[src/rtl/csc_pkg.sv]
`default_nettype none
// ============================================================================
// Module      : csc_pkg
// Description : Mode encodings, coefficient table and per-mode offset/clamp
//               constants for the RGB-to-YCbCr converter (8-bit scale).
// Revision    : 1.0
// ============================================================================
package csc_pkg;

    localparam logic [1:0] c_mode_601f = 2'd0;
    localparam logic [1:0] c_mode_709f = 2'd1;
    localparam logic [1:0] c_mode_601s = 2'd2;
    localparam logic [1:0] c_mode_byp  = 2'd3;

    localparam int c_comp_y = 0;
    localparam int c_coef_w = 10;

    typedef logic signed [c_coef_w-1:0] coef_t;

    // [mode][component Y/Cb/Cr][channel R/G/B]; bypass is an exact identity at 1.0
    localparam coef_t c_coef_tab [4][3][3] = '{
        '{'{ 10'sd77,  10'sd150,  10'sd29}, '{-10'sd43, -10'sd85,  10'sd128}, '{10'sd128, -10'sd107, -10'sd21}},
        '{'{ 10'sd54,  10'sd183,  10'sd19}, '{-10'sd29, -10'sd99,  10'sd128}, '{10'sd128, -10'sd116, -10'sd12}},
        '{'{ 10'sd66,  10'sd129,  10'sd25}, '{-10'sd38, -10'sd74,  10'sd112}, '{10'sd112, -10'sd94,  -10'sd18}},
        '{'{ 10'sd256, 10'sd0,    10'sd0 }, '{ 10'sd0,   10'sd256, 10'sd0  }, '{10'sd0,    10'sd0,    10'sd256}}
    };

    function automatic int offset8(input logic [1:0] mode, input int comp);
        int v;
        v = 0;
        case (mode)
            c_mode_601f, c_mode_709f: v = (comp == c_comp_y) ? 0  : 128;
            c_mode_601s:              v = (comp == c_comp_y) ? 16 : 128;
            c_mode_byp:               v = 0;
            default:                  v = 0;
        endcase
        return v;
    endfunction

    function automatic int clamp_lo8(input logic [1:0] mode);
        return (mode == c_mode_601s) ? 16 : 0;
    endfunction

    // Full-range limit is all-ones at any width, so it is not a scaled 8-bit value
    function automatic int clamp_hi(input logic [1:0] mode, input int comp, input int ch_dw);
        int v;
        if (mode == c_mode_601s)
            v = ((comp == c_comp_y) ? 235 : 240) << (ch_dw - 8);
        else
            v = (1 << ch_dw) - 1;
        return v;
    endfunction

endpackage
`default_nettype wire

[src/rtl/csc_dot3.sv]
`default_nettype none
// ============================================================================
// Module      : csc_dot3
// Description : 4-stage signed dot product (multiply, sum+offset, shift,
//               clamp) for one output component. Rounding when CSC_ROUND_EN.
// Revision    : 1.0
// ============================================================================
module csc_dot3
    import csc_pkg::*;
#(
    parameter int CH_DW = 8,
    parameter int COMP  = 0
) (
    input  logic                 RGB_CLK,
    input  logic                 RESET,
    input  logic [1:0]           i_mode,
    input  logic                 i_load,
    input  logic [3*CH_DW-1:0]   i_rgb,
    input  coef_t                i_coef_r,
    input  coef_t                i_coef_g,
    input  coef_t                i_coef_b,
    output logic [CH_DW-1:0]     o_dat,
    output logic                 o_sat
);

    localparam int c_pw = CH_DW + 10;
    localparam int c_sw = CH_DW + 12;

    logic signed [c_pw-1:0] w_ch   [3];
    logic signed [c_pw-1:0] w_cf   [3];
    logic signed [c_pw-1:0] r_prod [3];
    logic signed [c_sw-1:0] r_sum;
    logic signed [c_sw-1:0] r_res;
    logic signed [c_sw-1:0] w_off;
    logic signed [c_sw-1:0] w_rnd;
    logic signed [c_sw-1:0] w_lo;
    logic signed [c_sw-1:0] w_hi;
    logic [1:0]             r_tag1, r_tag2, r_tag3;
    logic [CH_DW-1:0]       r_dat;
    logic                   r_sat;

    assign w_ch[0] = c_pw'(i_rgb[3*CH_DW-1 -: CH_DW]);
    assign w_ch[1] = c_pw'(i_rgb[2*CH_DW-1 -: CH_DW]);
    assign w_ch[2] = c_pw'(i_rgb[CH_DW-1:0]);
    assign w_cf[0] = c_pw'(i_coef_r);
    assign w_cf[1] = c_pw'(i_coef_g);
    assign w_cf[2] = c_pw'(i_coef_b);

    // Offset and limits follow the tag travelling with each pixel, not the live mode
    assign w_off = c_sw'(offset8(r_tag1, COMP)) <<< CH_DW;
    assign w_lo  = c_sw'(clamp_lo8(r_tag3) << (CH_DW - 8));
    assign w_hi  = c_sw'(clamp_hi(r_tag3, COMP, CH_DW));

`ifdef CSC_ROUND_EN
    assign w_rnd = r_sum + c_sw'(128);
`else
    assign w_rnd = r_sum;
`endif

    always_ff @(posedge RGB_CLK or negedge RESET) begin
        if (!RESET) begin
            for (int i = 0; i < 3; i++) r_prod[i] <= '0;
            r_tag1 <= '0;
            r_tag2 <= '0;
            r_tag3 <= '0;
            r_sum  <= '0;
            r_res  <= '0;
            r_dat  <= '0;
            r_sat  <= 1'b0;
        end else begin
            for (int i = 0; i < 3; i++) r_prod[i] <= w_ch[i] * w_cf[i];
            r_tag1 <= i_mode;
            r_sum  <= c_sw'(r_prod[0]) + c_sw'(r_prod[1]) + c_sw'(r_prod[2]) + w_off;
            r_tag2 <= r_tag1;
            r_res  <= w_rnd >>> 8;
            r_tag3 <= r_tag2;
            if (i_load) begin
                if (r_res < w_lo) begin
                    r_dat <= w_lo[CH_DW-1:0];
                    r_sat <= 1'b1;
                end else if (r_res > w_hi) begin
                    r_dat <= w_hi[CH_DW-1:0];
                    r_sat <= 1'b1;
                end else begin
                    r_dat <= r_res[CH_DW-1:0];
                    r_sat <= 1'b0;
                end
            end
        end
    end

    assign o_dat = r_dat;
    assign o_sat = r_sat;

endmodule
`default_nettype wire

[src/rtl/csc_rgb2ycbcr.sv]
`default_nettype none
// ============================================================================
// Module      : csc_rgb2ycbcr
// Description : Mode-selectable RGB-to-YCbCr converter, 4-cycle latency.
//               Optional round-to-nearest via macro CSC_ROUND_EN.
// Revision    : 1.0
// ============================================================================
module csc_rgb2ycbcr
    import csc_pkg::*;
#(
    parameter int         CH_DW     = 8,
    parameter logic [1:0] MODE_INIT = 2'd0
) (
    input  logic                 RGB_CLK,
    input  logic                 RESET,
    input  logic                 RGB_VSYNC,
    input  logic                 RGB_DVALID,
    input  logic [3*CH_DW-1:0]   RGB_DAT,
    input  logic [1:0]           MODE_SEL,
    output logic                 YCbCr_CLK,
    output logic                 YCbCr_VSYNC,
    output logic                 YCbCr_DVALID,
    output logic [CH_DW-1:0]     Y_DAT,
    output logic [CH_DW-1:0]     Cb_DAT,
    output logic [CH_DW-1:0]     Cr_DAT,
    output logic [1:0]           MODE_ACT,
    output logic                 SAT_FLAG
);

    logic             r_vsync_prev;
    logic [1:0]       r_mode_act;
    logic [3:0]       r_vs_dly;
    logic [3:0]       r_dv_dly;
    logic [2:0]       r_live;
    logic             w_vs_rise;
    logic [1:0]       w_mode_cur;
    logic [CH_DW-1:0] w_dat [3];
    logic [2:0]       w_sat;

    // The pixel sampled on the VSYNC rising edge already uses the new mode
    assign w_vs_rise  = RGB_VSYNC & ~r_vsync_prev;
    assign w_mode_cur = w_vs_rise ? MODE_SEL : r_mode_act;

    always_ff @(posedge RGB_CLK or negedge RESET) begin
        if (!RESET) begin
            r_vsync_prev <= 1'b0;
            r_mode_act   <= MODE_INIT;
            r_vs_dly     <= '0;
            r_dv_dly     <= '0;
            r_live       <= '0;
        end else begin
            r_vsync_prev <= RGB_VSYNC;
            r_mode_act   <= w_mode_cur;
            r_vs_dly     <= {r_vs_dly[2:0], RGB_VSYNC};
            r_dv_dly     <= {r_dv_dly[2:0], RGB_DVALID};
            r_live       <= {r_live[1:0], 1'b1};
        end
    end

    // r_live keeps output registers at zero until the first post-reset sample arrives
    generate
        for (genvar gi = 0; gi < 3; gi++) begin : g_comp
            csc_dot3 #(
                .CH_DW (CH_DW),
                .COMP  (gi)
            ) u_dot3 (
                .RGB_CLK  (RGB_CLK),
                .RESET    (RESET),
                .i_mode   (w_mode_cur),
                .i_load   (r_live[2]),
                .i_rgb    (RGB_DAT),
                .i_coef_r (c_coef_tab[w_mode_cur][gi][0]),
                .i_coef_g (c_coef_tab[w_mode_cur][gi][1]),
                .i_coef_b (c_coef_tab[w_mode_cur][gi][2]),
                .o_dat    (w_dat[gi]),
                .o_sat    (w_sat[gi])
            );
        end
    endgenerate

    assign YCbCr_CLK    = RGB_CLK;
    assign YCbCr_VSYNC  = r_vs_dly[3];
    assign YCbCr_DVALID = r_dv_dly[3];
    assign Y_DAT        = w_dat[0];
    assign Cb_DAT       = w_dat[1];
    assign Cr_DAT       = w_dat[2];
    assign MODE_ACT     = r_mode_act;
    assign SAT_FLAG     = (|w_sat) & r_dv_dly[3];

endmodule
`default_nettype wire
[config.mk]
export PLATFORM = sky130hd
export DESIGN_NAME = csc_rgb2ycbcr
export DESIGN_NICKNAME = d
export VERILOG_FILES = /design/src/rtl/csc_pkg.sv /design/src/rtl/csc_dot3.sv /design/src/rtl/csc_rgb2ycbcr.sv
export SDC_FILE = /design/constraint.sdc
export NUM_CORES = 1
export LEC_CHECK = 0
export CORE_MARGIN = 10
export CORE_UTILIZATION = 60
export CTS_CLUSTER_SIZE = 28
export DETAILED_ROUTE_END_ITERATION = 8
export DONT_BUFFER_PORTS = 1
export GPL_ROUTABILITY_DRIVEN = 0
export PLACE_DENSITY = 0.87
export SETUP_SLACK_MARGIN = 0.5
export SLEW_MARGIN = 0
export SYNTH_ARGS = -nofsm -noshare
export SYNTH_HDL_FRONTEND = slang
export SYNTH_SLANG_ARGS = --single-unit
[constraint.sdc]
create_clock -name RGB_CLK -period 18.44 [get_ports RGB_CLK]
set_input_delay 3.688 -clock RGB_CLK [delete_from_list [all_inputs] [get_ports RGB_CLK]]
set_output_delay 3.688 -clock RGB_CLK [all_outputs]
set_load 0.01 [all_outputs]
==> impl_metrics.tcl <==
set metrics [dict create \
    worst-r2r-cell-count 19 \
    ys_seq_area_frac 0.241 \
    hold_path_depth 0 \
    drt_iter0_markers 1276 \
    synthesis.area_mm2 0.0276 \
    rsz0062_at_grt "false" \
    syn_inst 2716 \
    grt_pass1_vias 21000 \
    rr_startpoint "r_vs_dly[0]" \
    fill_cells 3234 \
    r2r_slack_ns 11.32 \
    ant_nets 0 \
    area_growth_syn_to_layout_pct 6.03 \
    grt_max_degree 267 \
    slew_viol_final 0 \
    relSlewSlack 0.261 \
    final_cells 3348 \
    worstMarginPinSlew_ns 1.11 \
    grt_pass1_wl_um 105000 \
    start_util 0.608 \
    syn_nets 3542 \
    hpwl_um 51200 \
    vias 18700 \
    worstHoldStart "g_comp[0].u_dot3.r_sum[19]" \
    io_pins 60 \
    dp.cells 3291 \
    end_kind "primary output" \
    cts-root-buf "clkbuf_16" \
    dr.pass1.iters 7 \
    drc_errors 0 \
    die_w_um 235 \
    yosysWarnings 0 \
    fin_worst_skew_ns 0.0417 \
    synth_cell_types 66 \
    drt-total-wl_um 63000 \
    path_max_fanout 2 \
    worstPathArrival_ns 9.22 \
    cts_sinks 266 \
    drive_above_1_share 0.0313 \
    num_rows 78 \
    min_path_type "register to register" \
    setup_violations 0 \
    required_ns 14.75 \
    die_h_um 235 \
    grt_antenna_before_repair 3 \
    portBuffers 0 \
    hold_viol_final 0 \
    tns_ns 0 \
    cts_buffer_depth 3 \
    cts_resized 0 \
    multi_input_area_mm2 0.0183 \
    worst-path-stages 0 \
    clock_latency_ns 0.61 \
    htreeDepth 1 \
    synthArstFlopShare 1.00 \
    start_kind "clock port" \
    clk_pin_slew_ns 0.06 \
    viasPerCell 5.59 \
    ys_seq_elements 266 \
    outcome "complete, no violations" \
    synth_edf_count 0 \
    synth.avg_cell_area_um2 10.2 \
    worstSetupPathType "clock port to primary output" \
    fin_nets 3549 \
    overflow 0 \
    regArea_mm2 0.00666 \
    track_usage 0.231 \
    synthFlopType "dfrtp_1" \
    cts-buffers-inserted 30 \
    post_drt_wl_per_cell_um 18.8 \
    die_area_mm2 0.0551 \
    min_to "g_comp[0].u_dot3.r_res[11]" \
    cts_hold_buf 0 \
    cts_tree "done" \
    core_area_mm2 0.0455 \
    worst_r2r_endpoint "g_comp[2].u_dot3.r_prod[35]" \
    drv_cap 0 \
    post_cts_buffers 0 \
]
## sequential cells by signal, indices dropped and copies added (netlist names)
register and flops:
g_comp.u_dot3.r_prod 150, g_comp.u_dot3.r_res 36, g_comp.u_dot3.r_sum 36, g_comp.u_dot3.o_dat 24, r_dv_dly 4, r_vs_dly 4
g_comp.u_dot3.o_sat 3, r_live 3, g_comp.u_dot3.r_tag3 2, g_comp.u_dot3.r_tag1 2, g_comp.u_dot3.r_tag2 2
## per-stage QoR
step                hold WS, ns   util  cell area [um2]  setup WS [ns]
floorplan                 0.331      -            27600           5.41
global placement          0.331  0.623            28300           5.53
detailed placement        0.335  0.623            28300           5.53
CTS                       0.327  0.645            29300           5.53
global route              0.319  0.645            29300           5.53
finish                    0.320  0.645            29300           5.53
## final cells by class
class,count,share of cell area
multi-input combinational,1719,0.623
sequential,266,0.227
inverter,702,0.0899
clock buffer,34,0.0268
tap,600,0.0256
clock inverter,22,0.00691
timing repair buffer,4,0.00102
antenna,1,0.0000854
## cells in the final DEF, fill, tap and decap left out, drive strengths merged, types with 13 or more instances in the layout
| cell | instances |
|---|---|
| a21o | 40 |
| a21oi | 89 |
| a31oi | 13 |
| and2 | 76 |
| and3 | 16 |
| clkbuf | 34 |
| dfrtp | 266 |
| fa | 343 |
| ha | 453 |
| inv | 705 |
| nand2 | 122 |
| nand2b | 23 |
| nand3 | 22 |
| nor2 | 100 |
| nor2b | 25 |
| nor3 | 36 |
| o21ai | 51 |
| o21bai | 20 |
| o22ai | 16 |
| xnor2 | 103 |
| xor2 | 56 |
## worst register-to-register path: cells and delay by family, from the launching register on
family | cells | cell delay (ns)
buffers and inverters | 4 | 0.65
adders and majority gates | 6 | 3.20
muxes | 2 | 0.58
and+or+nand+nor | 3 | 1.02
DFF | 1 | 0.38
AOI/OAI and AO/OA | 4 | 1.20
## routing by layer
| layer | vias to the layer above | global-route usage | part of all wire |
|---|---|---|---|
| li1 | 8509 | - | - |
| met1 | 9357 | 0.264 | 0.37 |
| met2 | 672 | 0.406 | 0.50 |
| met3 | 173 | 0.0553 | 0.082 |
| met4 | 4 | 0.0984 | 0.044 |
| met5 | - | 0 | 0.00041 |
## Yosys cell counts, drive strengths merged (4+ instances only)
library cell / number / share of area
nand2: 122 / 0.017
ha: 453 / 0.21
a21oi: 89 / 0.016
nor2: 100 / 0.014
o21bai: 20 / 0.0054
clkbuf: 28 / 0.0038
nand3: 22 / 0.0040
mux2i: 6 / 0.0022
o21ba: 5 / 0.0018
and3: 16 / 0.0036
xnor2: 103 / 0.033
and2: 76 / 0.017
nand4: 7 / 0.0016
dfrtp: 266 / 0.24
o21a: 12 / 0.0033
nor3: 36 / 0.0067
a31oi: 13 / 0.0029
nor2b: 25 / 0.0057
a31o: 5 / 0.0016
or3: 4 / 0.00090
inv: 702 / 0.095
o21ai: 51 / 0.0092
o211ai: 11 / 0.0030
a21o: 40 / 0.011
nor4: 7 / 0.0016
fa: 343 / 0.25
xor2: 56 / 0.018
nand2b: 23 / 0.0052
o22ai: 16 / 0.0036
o41ai: 9 / 0.0034
## cells by family (layout without fill, tap and decap cells)
group	after synthesis	count (layout)	share of synthesized area
AOI/OAI and AO/OA	304	304	0.0724
xor gates and xnor gates	159	159	0.0504
adders and majority gates	796	796	0.453
buffers and inverters	731	762	0.0994
DFF	266	266	0.241
muxes	9	9	0.00339
other	1	2	0.000136
and+or+nand+nor	450	450	0.0802
## worst max path at each step
stage | start | slack [ns] | to
after floorplan | RGB_CLK | 5.41 | YCbCr_CLK
after global placement | RGB_CLK | 5.53 | YCbCr_CLK
after detailed placement | RGB_CLK | 5.53 | YCbCr_CLK
after CTS | RGB_CLK | 5.53 | YCbCr_CLK
after global routing | RGB_CLK | 5.53 | YCbCr_CLK
final | RGB_CLK | 5.53 | YCbCr_CLK
Power is not shown: default switching activity piles up to over one toggle a cycle in this logic, so the estimate is an artifact.
